## src/rtl/uart_rx_frontend.sv

```systemverilog
// uart_rx_frontend: UART receive front-end.
// Synchronises rx, recovers frames with an N-times oversampled bit clock and a
// 3-sample majority vote, and hands bytes out over a valid/ready handshake.
// Optional feature macro: UART_RX_PARITY_EN (adds a parity bit after the data bits).
module uart_rx_frontend #(
  parameter int CLOCK_FREQ_OVER_BAUD_RATE = 16,
  parameter int UART_FRAME_BITS           = 8,
  parameter int PARITY_ODD                = 0
) (
  input  logic                       clk,
  input  logic                       rst,
  input  logic                       rx,
  output logic [UART_FRAME_BITS-1:0] data_out,
  output logic                       data_valid,
  input  logic                       data_ready,
  output logic                       frame_error,
  output logic                       parity_error,
  output logic                       overrun,
  output logic                       busy
);
  localparam int N   = CLOCK_FREQ_OVER_BAUD_RATE;
  localparam int CW  = $clog2(N);
  localparam int BCW = $clog2(UART_FRAME_BITS + 1);
  localparam logic [CW-1:0]  C_V0  = CW'(N/2 - 1);
  localparam logic [CW-1:0]  C_V1  = CW'(N/2);
  localparam logic [CW-1:0]  C_RES = CW'(N/2 + 1);
  localparam logic [CW-1:0]  C_END = CW'(N - 1);
  localparam logic [BCW-1:0] B_ALL = BCW'(UART_FRAME_BITS);

  typedef enum logic [2:0] {S_IDLE, S_START, S_DATA, S_PARITY, S_STOP, S_BREAK} state_t;

  state_t                     state, state_d;
  logic                       rx_m, rx_s;
  logic [CW-1:0]              cnt;
  logic [BCW-1:0]             bit_cnt;
  logic [UART_FRAME_BITS-1:0] shreg;
  logic                       v0, v1, maj;
  logic                       at_res, at_end;
  logic                       shift_en, stop_ok, stop_bad;
  logic                       par_bad;

  // two-flop synchroniser, idles high so reset never looks like a start bit
  always_ff @(posedge clk) begin
    if (rst) {rx_s, rx_m} <= 2'b11;
    else     {rx_s, rx_m} <= {rx_m, rx};
  end

  assign at_res = (cnt == C_RES);
  assign at_end = (cnt == C_END);
  // third vote is the live sample, so the majority resolves at N/2+1
  assign maj    = (v0 & v1) | (v0 & rx_s) | (v1 & rx_s);
  assign busy   = (state != S_IDLE);

  // state register
  always_ff @(posedge clk) begin
    if (rst) state <= S_IDLE;
    else     state <= state_d;
  end

  // next-state and per-cycle control strobes
  always_comb begin
    state_d  = state;
    shift_en = 1'b0;
    stop_ok  = 1'b0;
    stop_bad = 1'b0;
    case (state)
      S_IDLE:  if (!rx_s) state_d = S_START;
      S_START: begin
        if (at_res && maj) state_d = S_IDLE;   // false start, silently dropped
        else if (at_end)   state_d = S_DATA;
      end
      S_DATA: begin
        shift_en = at_res;
        if (at_end && bit_cnt == B_ALL)
`ifdef UART_RX_PARITY_EN
          state_d = S_PARITY;
`else
          state_d = S_STOP;
`endif
      end
`ifdef UART_RX_PARITY_EN
      S_PARITY: if (at_end) state_d = S_STOP;
`endif
      S_STOP: begin
        // act half a bit early so a back-to-back start edge is not missed
        if (at_res) begin
          if (maj) begin stop_ok  = 1'b1; state_d = S_IDLE;  end
          else     begin stop_bad = 1'b1; state_d = S_BREAK; end
        end
      end
      S_BREAK: if (rx_s) state_d = S_IDLE;
      default: state_d = S_IDLE;
    endcase
  end

  // bit timing, vote capture, shifting, delivery and error pulses
  always_ff @(posedge clk) begin
    if (rst) begin
      cnt         <= '0;
      bit_cnt     <= '0;
      shreg       <= '0;
      v0          <= 1'b1;
      v1          <= 1'b1;
      data_out    <= '0;
      data_valid  <= 1'b0;
      frame_error <= 1'b0;
      overrun     <= 1'b0;
    end else begin
      frame_error <= 1'b0;
      overrun     <= 1'b0;
      if (state == S_IDLE || state_d != state || at_end) cnt <= '0;
      else                                               cnt <= cnt + CW'(1);
      if (cnt == C_V0) v0 <= rx_s;
      if (cnt == C_V1) v1 <= rx_s;
      if (state == S_START) bit_cnt <= '0;
      if (shift_en) begin
        shreg   <= {maj, shreg[UART_FRAME_BITS-1:1]};
        bit_cnt <= bit_cnt + BCW'(1);
      end
      if (data_valid && data_ready) data_valid <= 1'b0;
      if (stop_ok && !par_bad) begin
        if (!data_valid || data_ready) begin
          data_out   <= shreg;
          data_valid <= 1'b1;
        end else begin
          overrun <= 1'b1;                      // holding reg full: drop new byte
        end
      end
      if (stop_bad) frame_error <= 1'b1;
    end
  end

`ifdef UART_RX_PARITY_EN
  // parity check; a bad frame is only reported once its stop bit is good
  always_ff @(posedge clk) begin
    if (rst) begin
      par_bad      <= 1'b0;
      parity_error <= 1'b0;
    end else begin
      parity_error <= 1'b0;
      if (state == S_START) par_bad <= 1'b0;
      if (state == S_PARITY && at_res)
        par_bad <= maj ^ (^shreg) ^ (PARITY_ODD != 0);
      if (stop_ok && par_bad) parity_error <= 1'b1;
    end
  end
`else
  assign par_bad      = 1'b0;
  assign parity_error = 1'b0;
`endif

endmodule
```

## config.mk

```make
export PLATFORM = sky130hd
export DESIGN_NAME = uart_rx_frontend
export DESIGN_NICKNAME = d
export VERILOG_FILES = /design/src/rtl/uart_rx_frontend.sv
export SDC_FILE = /design/constraint.sdc
export NUM_CORES = 1
export LEC_CHECK = 0
export CAP_MARGIN = 0
export CORE_UTILIZATION = 58
export CTS_CLUSTER_DIAMETER = 40
export DETAILED_ROUTE_END_ITERATION = 7
export PLACE_DENSITY = 0.8
export SYNTH_ARGS = -nofsm -noshare
export SYNTH_HDL_FRONTEND = slang
export SYNTH_SLANG_ARGS = --single-unit
```

## constraint.sdc

```tcl
create_clock -name clk -period 2.82 [get_ports clk]
set_input_delay 0.282 -clock clk [delete_from_list [all_inputs] [get_ports clk]]
set_output_delay 0.282 -clock clk [all_outputs]
set_load 0.005 [all_outputs]
```

==> results by stage <==
Worst setup path:
- For the worst setup path, the data required time is 2.54 ns.
- The endpoint of the most critical register-to-register path is bit_cnt[3].
- The master of the slowest instance on the critical path is dfxtp_1.
- Walking the worst path, the cells encountered are or3_1 -> clkdlybuf4s50_1.
- The combined buffer and inverter count along the critical path is 1.
- The register-to-register setup slack is 0.90 ns.
- STA classifies the critical path endpoint as an output port.
- STA classifies the critical path startpoint as a flop.
- On the worst path, the slowest cell contributes a delay of 0.66 ns.
- The startpoint identified for the worst register-to-register timing path is cnt[0].
- The count of cells along the worst register-to-register path is 6.
- The arrival time reported for the critical path endpoint is 1.71 ns.
- The critical path is of the flop to output port type.
- In this run the worst path has a maximum fanout of 17.
- The cell family contributing the most delay on the critical path is flip-flops.

Timing:
- The worst slew margin relative to its limit is 64.9%.
- The number of failing setup endpoints in the final timing report is 0.
- The maximum clock rate is 0.502 GHz.
- On the final layout, the worst clock skew is 0.0114 ns.
- Setup repair after global routing left no endpoint under its margin.
- For the finished layout, the period the worst path requires is 1.99 ns.
- The transition time of the tightest slew-check pin is 0.526 ns.
- Of the available clock period, the critical path in the final layout requires 70.7%.
- The number of hold violations in the final report is 0.
- The max-slew violation total from the final report is 0.
- The final-layout setup total negative slack is 0 ns.

Hold path:
- The worst hold-check path type is flop to flop.
- In this run the most critical hold path is launched from rx_m.
- The endpoint with the worst hold slack is rx_s.
- The number of cells on the worst hold path is 1.

Job:
- The tool flagged a number of max-cap violations equal to 0.

Die:
- The floorplan has 18 rows.
- The floorplan step set the die width to 52.8 um.
- The placeable core region is 2450 sq um.
- For this configuration, the core starts out at a cell density of 61.1%.
- The die outline height is 52.8 um.
- The floorplan step defined a die boundary enclosing 2790 sq um.
- The I/O pin count is 17.

Detailed routing:
- The total DRC errors in the routed layout is 0.
- The violation count after the first detailed-routing iteration is 30.
- The per-cell routed wire length is 13.0 um.
- The wire length the detailed router placed on met1 is 1.23 mm.
- Once detail routing completed, the nets flagged for antenna violations numbered 0.
- After detailed routing, the number of vias per cell comes to 5.56.
- The highest layer touched by signal routing is met4.
- The first TritonRoute pass finished after 4 iterations.
- The aggregate routed wire length is 2.74 mm.
- The routed wire length on met3 is 165 um.
- The via total after detailed routing is 1173.
- In the detailed route, the total length drawn on met2 is 1.30 mm.

Logic synthesis:
- The number of warnings printed during yosys synthesis is 0.
- In this run, distinct cell masters in the synthesized netlist total 38.
- Summing every instance area after synthesis gives 1500 sq um.
- The top-area cell type share of the netlist area is 45.4%.
- Yosys attributes the largest share of cell area to dfxtp_1, mux2i_1, nand2_1.
- Of all flip-flops after synthesis, the portion carrying an async set or reset was 0%.
- Summed over all instances, the cell type with the most area after synthesis is dfxtp_1.
- In the synthesized netlist, the cells that appear most often are dfxtp_1, nand2_1, nor2_1, a21oi_1, mux2i_1.
- In this run, synthesis inferred 0 flip-flops with an integrated enable.
- Sequential elements use 45.4% of the synthesized area.
- The register bit count reported by yosys is 34.
- The number of standard cells after synthesis is 167.
- The synthesized net count is 176.
- The dominant register cell in the synthesized netlist is dfxtp_1.
- Yosys instantiated no cell more often than dfxtp_1.
- The mean instance size in the synthesized netlist is 8.98 sq um.

Cells and area:
- The repair_antennas step left the layout with diodes totalling 0.
- The post-layout net count is 189.
- Relative to the synthesized area, the layout overhead comes to 13.7%.
- Of the cells placed in the final design, the portion with a size suffix greater than 1 is 11.0%.
- The non-filler instance count after layout is 211.
- After filler insertion, the fill cell instance count of the layout stands at 194.

Placement:
- The count of input and output buffers is 15.
- The placed wire-length estimate after detailed placement is 1.88 mm.
- The global placer's final weighted congestion is 0.852.
- The instance count after placement with tap cells included is 203.

CTS:
- The worst-skew pair later-pin latency is 0.34 ns.
- The clock passes through at most 2 buffers.
- After clock tree synthesis, the clock-pin slew on the worst setup and hold paths is 0.10 ns.
- The hold buffer count at CTS is 0.
- The quantity of gates resized following cts is 0.
- Buffers added to address setup during post-CTS repair amount to 0.
- The tree is rooted in a clkbuf_4.
- The H-tree generated during clock tree synthesis spans 2 levels.
- The total clock buffers created by CTS is 5.
- The clock tree from TritonCTS is built.
- The clock sink count is 34.

Global route:
- The global-route wire length before repair is 4.65 mm.
- Entering global routing, the biggest net connects 32 pins.
- The total global routing track utilization is 23.7%.
- The number of global-route vias before repair is 1050.
- The initial antenna violation count is 0.
- Summed over all layers, the global routing overflow is 0.

Power:
- The total power density per cell area is 468 nW/um^2.
- The worst ir drop on vdd is 450 uV.
- The analysis attributes to cell leakage a power of 0.689 nW.

Outcome:
- The run finished with clean final reports.
metal layers:
metal	vias to the layer above	GRT usage, %
li1	586	-
met1	546	31.6
met2	34	33.5
met3	7	9.28
met4	0	10.1
met5	-	0
worst register-to-register path: cells and delay by family, from the launching register on:
family	cells	cell delay [ns]
and+or+nand+nor	4	0.95
adders and majority gates	1	0.17
muxes	1	0.29
DFF	1	0.43
power breakdown:
part	internal, mW	switching, mW	total (mW)	leakage [nW]
Clock	0.121	0.156	0.277	0.0353
Combinational	0.0152	0.0179	0.0331	0.380
Sequential	0.482	0.00428	0.487	0.274
Total	0.618	0.179	0.797	0.689
cells in the final DEF (no fill, tap or decap), types with 3 or more instances in the layout:
| cell type | synthesis | final |
|---|---|---|
| nand2b_1 | 3 | 3 |
| nor3_1 | 6 | 6 |
| nor3b_1 | 3 | 3 |
| dfxtp_1 | 34 | 34 |
| nor2_1 | 18 | 18 |
| inv_1 | 4 | 4 |
| a21oi_1 | 14 | 14 |
| mux2i_1 | 9 | 9 |
| and3b_1 | 3 | 3 |
| clkdlybuf4s50_1 | 0 | 15 |
| nand3_1 | 8 | 8 |
| clkbuf_4 | 0 | 5 |
| xor2_1 | 3 | 3 |
| ha_1 | 5 | 5 |
| nand2_1 | 23 | 23 |
how the worst max path moves through the flow:
stage / start / endpoint / slack [ns] / depth (start not counted)
6_report: state[2] / busy / 0.83 / 2
5_1_grt: state[2] / busy / 0.74 / 2
4_1_cts: state[1] / busy / 0.83 / 2
3_5_place_dp: cnt[0] / bit_cnt[3] / 0.97 / 6
3_3_place_gp: cnt[0] / bit_cnt[3] / 1.03 / 6
2_1_floorplan: cnt[0] / data_out[0] / 1.17 / 7
registers in the layout, indices dropped and copies added, names as in the netlist:
name         count
rx_s             1
shreg            8
cnt              4
data_out         8
overrun          1
frame_error      1
data_valid       1
rx_m             1
v0               1
state            3
v1               1
bit_cnt          4
metrics by stage:
stage / area, sq um / hold WS [ns] / setup WS, ns / util (%) / total power, mW
after floorplan: 1500 / 0.386 / 1.17 / - / 0.520
after global placement: 1640 / 0.398 / 1.03 / 67.0 / 0.530
after detailed placement: 1640 / 0.398 / 0.971 / 67.0 / 0.531
after CTS: 1700 / 0.421 / 0.831 / 69.4 / 0.802
after global routing: 1700 / 0.436 / 0.738 / 69.4 / 0.828
final: 1700 / 0.418 / 0.826 / 69.4 / 0.797
cell families (layout without fill, tap and decap cells):
group                      Yosys count  count (layout)  share of synthesized area, %
and+or+nand+nor                     76              76                          25.6
DFF                                 34              34                          45.4
AOI/OAI and AO/OA                   21              21                          9.43
buffers and inverters               14              28                          4.34
muxes                               11              11                          7.68
adders and majority gates            6               6                          4.92
xor gates and xnor gates             4               4                          2.34
other                                1               1                         0.250
cell type report:
| class | count | area, sq um | share of cell area [%] |
|---|---|---|---|
| Clock inverter | 1 | 5.00 | 0.294 |
| Clock buffer | 7 | 55.1 | 3.23 |
| Tap cell | 30 | 37.5 | 2.20 |
| Sequential cell | 34 | 681 | 39.9 |
| Inverter | 4 | 15.0 | 0.881 |
| Timing Repair Buffer | 16 | 158 | 9.25 |
| Multi-Input combinational cell | 119 | 753 | 44.2 |
Power figures use the tool's default switching activity.
